--- config.mk ---
export PLATFORM = sky130hd
export DESIGN_NAME = jtag_tap_sync
export DESIGN_NICKNAME = d
export VERILOG_FILES = /design/src/rtl/jtag_tap_sync.sv
export SDC_FILE = /design/constraint.sdc
export NUM_CORES = 1
export LEC_CHECK = 0
export CAP_MARGIN = 10
export CELL_PAD_IN_SITES_DETAIL_PLACEMENT = 0
export CELL_PAD_IN_SITES_GLOBAL_PLACEMENT = 1
export CORE_MARGIN = 3
export CORE_UTILIZATION = 46
export CTS_CLUSTER_DIAMETER = 100
export DETAILED_ROUTE_END_ITERATION = 7
export PLACE_DENSITY_LB_ADDON = 0.1
export SLEW_MARGIN = 20
export SYNTH_ARGS = -nofsm -noshare
export SYNTH_HDL_FRONTEND = slang
export SYNTH_SLANG_ARGS = --single-unit
--- constraint.sdc ---
create_clock -name sys_clk -period 2.9 [get_ports sys_clk]
set_clock_uncertainty 0.2 [all_clocks]
set_input_delay 0.58 -clock sys_clk [delete_from_list [all_inputs] [get_ports sys_clk]]
set_output_delay 0.58 -clock sys_clk [all_outputs]
set_load 0.02 [all_outputs]
--- src/rtl/jtag_tap_sync.sv ---
// IEEE 1149.1 TAP controller oversampled in the sys_clk domain.
// IR, IDCODE/BYPASS/USER data registers; USER exposed in parallel.
module jtag_tap_sync #(
  parameter int          SYNC_STAGES = 2,
  parameter logic [31:0] IDCODE      = 32'h1000_563D,
  parameter logic [7:0]  USER_RST    = 8'h38
) (
  input  logic       sys_clk,
  input  logic       rst_n,
  input  logic       tck,
  input  logic       tms,
  input  logic       tdi,
  output logic       tdo,
  output logic [7:0] user_q,
  output logic       user_upd,
  output logic [3:0] tap_state
);

  typedef enum logic [3:0] {
    EX2_DR   = 4'h0,
    EX1_DR   = 4'h1,
    SH_DR    = 4'h2,
    PAUSE_DR = 4'h3,
    SEL_IR   = 4'h4,
    UPD_DR   = 4'h5,
    CAP_DR   = 4'h6,
    SEL_DR   = 4'h7,
    EX2_IR   = 4'h8,
    EX1_IR   = 4'h9,
    SH_IR    = 4'hA,
    PAUSE_IR = 4'hB,
    RTI      = 4'hC,
    UPD_IR   = 4'hD,
    CAP_IR   = 4'hE,
    TLR      = 4'hF
  } tap_e;

  localparam logic [3:0] I_IDCODE = 4'b0001;
  localparam logic [3:0] I_USER   = 4'b1000;

  logic [SYNC_STAGES-1:0] tck_q, tms_q, tdi_q;
  logic                   tck_d_q;
  logic                   tck_s, tms_s, tdi_s;
  logic                   rise, fall;

  tap_e        state_q, state_d;
  logic [3:0]  ir_q, ir_sr_q;
  logic [31:0] dr_sr_q, dr_cap, dr_shift;
  logic [7:0]  usr_q;
  logic        upd_q, tdo_q;
  logic        sel_id, sel_usr, sel_byp;

  assign tck_s = tck_q[SYNC_STAGES-1];
  assign tms_s = tms_q[SYNC_STAGES-1];
  assign tdi_s = tdi_q[SYNC_STAGES-1];
  assign rise  = tck_s & ~tck_d_q;
  assign fall  = ~tck_s & tck_d_q;

  // All three pins share one chain depth so tms/tdi stay aligned to tck.
  always_ff @(posedge sys_clk or negedge rst_n) begin
    if (!rst_n) begin
      tck_q   <= '0;
      tms_q   <= '0;
      tdi_q   <= '0;
      tck_d_q <= 1'b0;
    end else begin
      tck_q   <= {tck_q[SYNC_STAGES-2:0], tck};
      tms_q   <= {tms_q[SYNC_STAGES-2:0], tms};
      tdi_q   <= {tdi_q[SYNC_STAGES-2:0], tdi};
      tck_d_q <= tck_s;
    end
  end

  always_comb begin
    state_d = state_q;
    unique case (state_q)
      TLR:      state_d = tms_s ? TLR      : RTI;
      RTI:      state_d = tms_s ? SEL_DR   : RTI;
      SEL_DR:   state_d = tms_s ? SEL_IR   : CAP_DR;
      CAP_DR:   state_d = tms_s ? EX1_DR   : SH_DR;
      SH_DR:    state_d = tms_s ? EX1_DR   : SH_DR;
      EX1_DR:   state_d = tms_s ? UPD_DR   : PAUSE_DR;
      PAUSE_DR: state_d = tms_s ? EX2_DR   : PAUSE_DR;
      EX2_DR:   state_d = tms_s ? UPD_DR   : SH_DR;
      UPD_DR:   state_d = tms_s ? SEL_DR   : RTI;
      SEL_IR:   state_d = tms_s ? TLR      : CAP_IR;
      CAP_IR:   state_d = tms_s ? EX1_IR   : SH_IR;
      SH_IR:    state_d = tms_s ? EX1_IR   : SH_IR;
      EX1_IR:   state_d = tms_s ? UPD_IR   : PAUSE_IR;
      PAUSE_IR: state_d = tms_s ? EX2_IR   : PAUSE_IR;
      EX2_IR:   state_d = tms_s ? UPD_IR   : SH_IR;
      UPD_IR:   state_d = tms_s ? SEL_DR   : RTI;
      default:  state_d = TLR;
    endcase
  end

  assign sel_id  = (ir_q == I_IDCODE);
  assign sel_usr = (ir_q == I_USER);
  assign sel_byp = ~sel_id & ~sel_usr;

  // Shared DR: IDCODE uses 32 bits, USER 8, BYPASS only bit 0.
  always_comb begin
    dr_cap   = '0;
    dr_shift = dr_sr_q;
    unique case (1'b1)
      sel_id: begin
        dr_cap   = IDCODE;
        dr_shift = {tdi_s, dr_sr_q[31:1]};
      end
      sel_usr: begin
        dr_cap        = {24'b0, usr_q};
        dr_shift[7:0] = {tdi_s, dr_sr_q[7:1]};
      end
      sel_byp: begin
        dr_cap      = '0;
        dr_shift[0] = tdi_s;
      end
    endcase
  end

  always_ff @(posedge sys_clk or negedge rst_n) begin
    if (!rst_n) begin
      state_q <= TLR;
      ir_q    <= I_IDCODE;
      ir_sr_q <= '0;
      dr_sr_q <= '0;
      usr_q   <= USER_RST;
      upd_q   <= 1'b0;
      tdo_q   <= 1'b0;
    end else begin
      upd_q <= 1'b0;
      if (rise) begin
        state_q <= state_d;
        if (state_q == CAP_IR) ir_sr_q <= 4'b0101;
        if (state_q == SH_IR)  ir_sr_q <= {tdi_s, ir_sr_q[3:1]};
        if (state_q == CAP_DR) dr_sr_q <= dr_cap;
        if (state_q == SH_DR)  dr_sr_q <= dr_shift;
      end
      if (fall) begin
        if (state_q == UPD_IR) ir_q <= ir_sr_q;
        if (state_q == UPD_DR && sel_usr) begin
          usr_q <= dr_sr_q[7:0];
          upd_q <= 1'b1;
        end
        if (state_q == SH_IR)      tdo_q <= ir_sr_q[0];
        else if (state_q == SH_DR) tdo_q <= dr_sr_q[0];
        else                       tdo_q <= 1'b0;
      end
      if (state_q == TLR) ir_q <= I_IDCODE;
    end
  end

  assign tdo       = tdo_q;
  assign user_q    = usr_q;
  assign user_upd  = upd_q;
  assign tap_state = state_q;

endmodule

==> implementation parameters, run 1 <==
Parameter                              Value

Status
  Outcome ... complete, no violations

Worst setup path
  Cell with the biggest individual delay on the critical path ... dfstp_2
  Type of the setup path with the least slack ... register to primary output
  Critical path endpoint category ... primary output
  Sequence of cells on the critical path ... clkdlybuf4s50_1
  Worst EP arrival ... between 1.5 and 2 ns
  Crit path largest cell delay ... roughly 0.70 ns
  Crit path launch ... tap_state[3]$_DFFE_PN1P_
  Cell class contributing the biggest share of worst-path delay ... flip-flops
  Source of the worst register-to-register timing path ... ir_q[0]$_DFFE_PN1P_
  Startpoint Class ... register
  Crit path max fanout ... 14
  Data required, critical path ... ~2.1 ns
  Buffers and inverters on the worst path ... 1

Yosys
  Seq cells post-synth ... 61
  Number of instances in the synthesized netlist ... 261
  Syn Area/Cell ... between 10 and 15 µm²
  Largest area contributor in the synthesized netlist ... dfrtp_1
  Number of different library cells in the post-synthesis netlist ... 38
  Largest cells by area after synthesis ... dfrtp_1, nand2_1, dfstp_2, mux2_2, o21ai_0
  Synth top area share ... 0.494
  Top FF cell, synth ... dfrtp_1
  Proportion of synthesized flip-flops having asynchronous set or reset ... 1.00
  Synth Net Count ... approximately 270
  Synthesis Warnings ... 0
  Post-Syn Area ... 2680 µm²
  Sequential share of the synthesized area ... 0.573
  Number of synthesized flops with an enable pin ... 0

Power
  Share of total power in combinational logic ... 0.262
  Overall power ... approximately 2.6 mW
  Static Leak ... around 1.3 nW
  Switching portion of total power ... 0.351
  Clk pwr share ... 0.253
  Maximum vdd drop ... between 400 and 500 µV
  Power density over cell area ... approximately 860 nW/µm²
  Sequential share of power ... 0.485
  Internal power of the cells ... around 1.7 mW
  Power spent charging and discharging nets ... 0.926 mW

GRT
  Total Routing Usage GR ... 0.167
  Pin count of the biggest net entering global routing ... between 40 and 50
  Vias in the first global route ... between 1,500 and 2,000
  Sum of overflow across all layers after global routing ... 0
  Initial antenna violation count ... 0
  First-pass GRT wire length ... approximately 8500 µm

Floorplan
  Effective utilization at floorplan ... 0.481
  Chip height ... approximately 82 µm
  Number of placed I/O pins ... 19
  Core Rows ... 27
  Total die area ... approximately 6800 µm²
  Area inside the core boundary ... roughly 5600 µm²
  Chip Width ... 82.4 µm

STA
  Fmax achieved ... approximately 400 MHz
  Count of final setup violators ... 0
  Setup TNS ... 0 ns
  Worst relative slew slack ... 0.519
  Final period demand of the worst path ... 2.47 ns
  Share of the clock period used by the worst path after layout ... 0.852
  Number of max-slew violations in the final report ... 0
  Measured slew at the worst slew-check pin ... 0.712 ns
  Number of hold-slack violations in the final timing report ... 0
  Setup repair after global routing missed its margin ... false

Hold path
  Worst hold-check path type ... input pin to asynchronous set/reset pin

Flow run
  Number of maximum-capacitance constraint violations ... 0

Routing
  Via total after detailed routing ... around 1,900
  Drc violations ... 0
  DRC violation total after the first TritonRoute iteration ... slightly above 80
  Wirelength, routed ... ~5000 µm
  Average vias per placed instance ... roughly 5.3
  Wire length per cell ... 13.9 µm
  Post-route antenna net violation count ... 0
  Number of detailed-route iterations in the first pass ... 4

Clock network
  Count of cells resized by post-cts repair ... 0
  Post-cts hold buffer count ... 0
  TritonCTS clock tree ... yes
  Buffers from clock root to sink, at most ... 2
  Clock net sink count ... roughly 60
  Clock-pin slew on the worst setup and hold paths ... around 0.070 ns
  Count of H-tree levels built during CTS ... 3
  CTS Buf Count ... 9
  Clk_lat worst skew ... 0.32 ns
  Number of setup buffers added after CTS ... 0
  Clock root cell ... clkbuf_8

Placement
  Count of input and output buffers ... 18
  Weighted congestion reported at the end of routability-driven placement ... between 0.7 and 0.8
  Post-placement cell count ... 339
  Estimated wirelength of the detail-placed design ... about 3300 µm

Finish
  Layout cells sized above 1 ... 0.177
  Layout area overhead ... 14.8%
  Post-layout instance count excluding filler cells ... approximately 360
  Final nets ... roughly 280
  Inserted Diodes ... 0
## registers in the layout (all words and copies together), names as in the netlist, 2 cells and up
| register | flops |
|---|---|
| tap_state | 4 |
| tdi_q | 2 |
| ir_sr_q | 4 |
| tck_q | 2 |
| ir_q | 4 |
| user_q | 8 |
| tms_q | 2 |
| dr_sr_q | 32 |
## metrics by stage
stage / util / setup WS (ns) / hold slack [ns] / area, µm²
3_5_place_dp: 0.521 / 0.600 / 0.136 / 2900
6_report: 0.552 / 0.429 / 0.0640 / 3080
2_1_floorplan: - / 0.635 / 0.0844 / 2680
5_1_grt: 0.552 / 0.357 / 0.0830 / 3080
3_3_place_gp: 0.521 / 0.635 / 0.132 / 2900
4_1_cts: 0.552 / 0.397 / 0.0681 / 3080
## path summary, 6_finish.rpt
path | to | slack, ns | cells past startpoint
worst max-delay path | tap_state[3] | 0.43 | 1
worst min-delay path | ir_sr_q[0]$_DFFE_PN0P_ | 0.06 | 2
worst max register to register | dr_sr_q[29]$_DFFE_PN0P_ | 0.60 | 5
worst min register to register | tck_q[1]$_DFF_PN0_ | 0.15 | 0
max in group asynchronous | tap_state[2]$_DFFE_PN1P_ | 2.10 | 2
min in group sys_clk | tck_q[1]$_DFF_PN0_ | 0.15 | 0
## layout by cell type, fill, tap and decap left out, types with 6 or more instances in the layout
cell type        synthesis  final
clkdlybuf4s50_1          0     17
clkbuf_8                 0     11
o21ai_1                 18     18
dfrtp_1                 53     53
o21ai_0                 25     25
nand2_1                 59     59
dfstp_2                  8      8
nor2_1                   6      6
a21oi_1                 13     13
mux2_2                  15     15
## layer usage
metal  up-vias  wire (µm)  GRT usage
met4         0         45     0.0781
li1        941          -          -
met5         -          0          0
met3         5        195     0.0412
met2        41       2250      0.241
met1       889       2450      0.235
## cells in the mapped netlist, drive strengths merged, types with 2 or more instances
| cell | n |
|---|---|
| nand2 | 60 |
| nor4b | 4 |
| mux2i | 3 |
| nor3 | 3 |
| nor2 | 6 |
| dfstp | 8 |
| mux2 | 15 |
| nand3 | 4 |
| or4b | 2 |
| inv | 5 |
| buf | 9 |
| o21a | 2 |
| o21ai | 44 |
| a22oi | 4 |
| dfrtp | 53 |
| clkbuf | 8 |
| nor2b | 2 |
| a21oi | 13 |
| nand2b | 3 |
## cells by family after synthesis
group	after synthesis	share of synthesized area
buffers and inverters	22	0.0415
flip-flops	61	0.573
multiplexers	18	0.0742
XOR/XNOR	1	0.00327
AO/OA/AOI/OAI	73	0.157
AND/OR/NAND/NOR	86	0.152
## power by group through the flow
stage / Combinational, mW / Sequential (mW) / Clock (mW)
floorplan: 0.565 / 1.20 / 0
global route: 0.772 / 1.32 / 0.730
finish: 0.691 / 1.28 / 0.668
CTS: 0.701 / 1.28 / 0.690
global placement: 0.690 / 1.29 / 0
detailed placement: 0.700 / 1.29 / 0
## layout make-up
cell class | count | area [µm²]
Clock inverter | 4 | 22.5
Clock buffer | 12 | 155
Tap cell | 72 | 90.1
Multi-Input combinational cell | 178 | 1040
Fill cell | 519 | 2490
Sequential cell | 61 | 1540
Inverter | 5 | 18.8
Timing Repair Buffer | 23 | 213
No activity file was read; power rests on OpenSTA's default activity.
==> inputs of run 2 (changes only) <==
--- a/config.mk
+++ b/config.mk
@@ -13,6 +13,7 @@
 export CTS_CLUSTER_DIAMETER = 100
 export DETAILED_ROUTE_END_ITERATION = 7
 export PLACE_DENSITY_LB_ADDON = 0.1
+export SKIP_CTS_REPAIR_TIMING = 1
 export SLEW_MARGIN = 20
 export SYNTH_ARGS = -nofsm -noshare
 export SYNTH_HDL_FRONTEND = slang
==> results of run 2 <==
No change in the layout: final DEF, timing and power equal those of run 1.
==> inputs of run 3 (changes only) <==
--- a/config.mk
+++ b/config.mk
@@ -14,6 +14,7 @@
 export DETAILED_ROUTE_END_ITERATION = 7
 export PLACE_DENSITY_LB_ADDON = 0.1
 export SKIP_CTS_REPAIR_TIMING = 1
+export SKIP_LAST_GASP = 1
 export SLEW_MARGIN = 20
 export SYNTH_ARGS = -nofsm -noshare
 export SYNTH_HDL_FRONTEND = slang
==> results of run 3 <==
No change in the layout: final DEF, timing and power equal those of run 1.
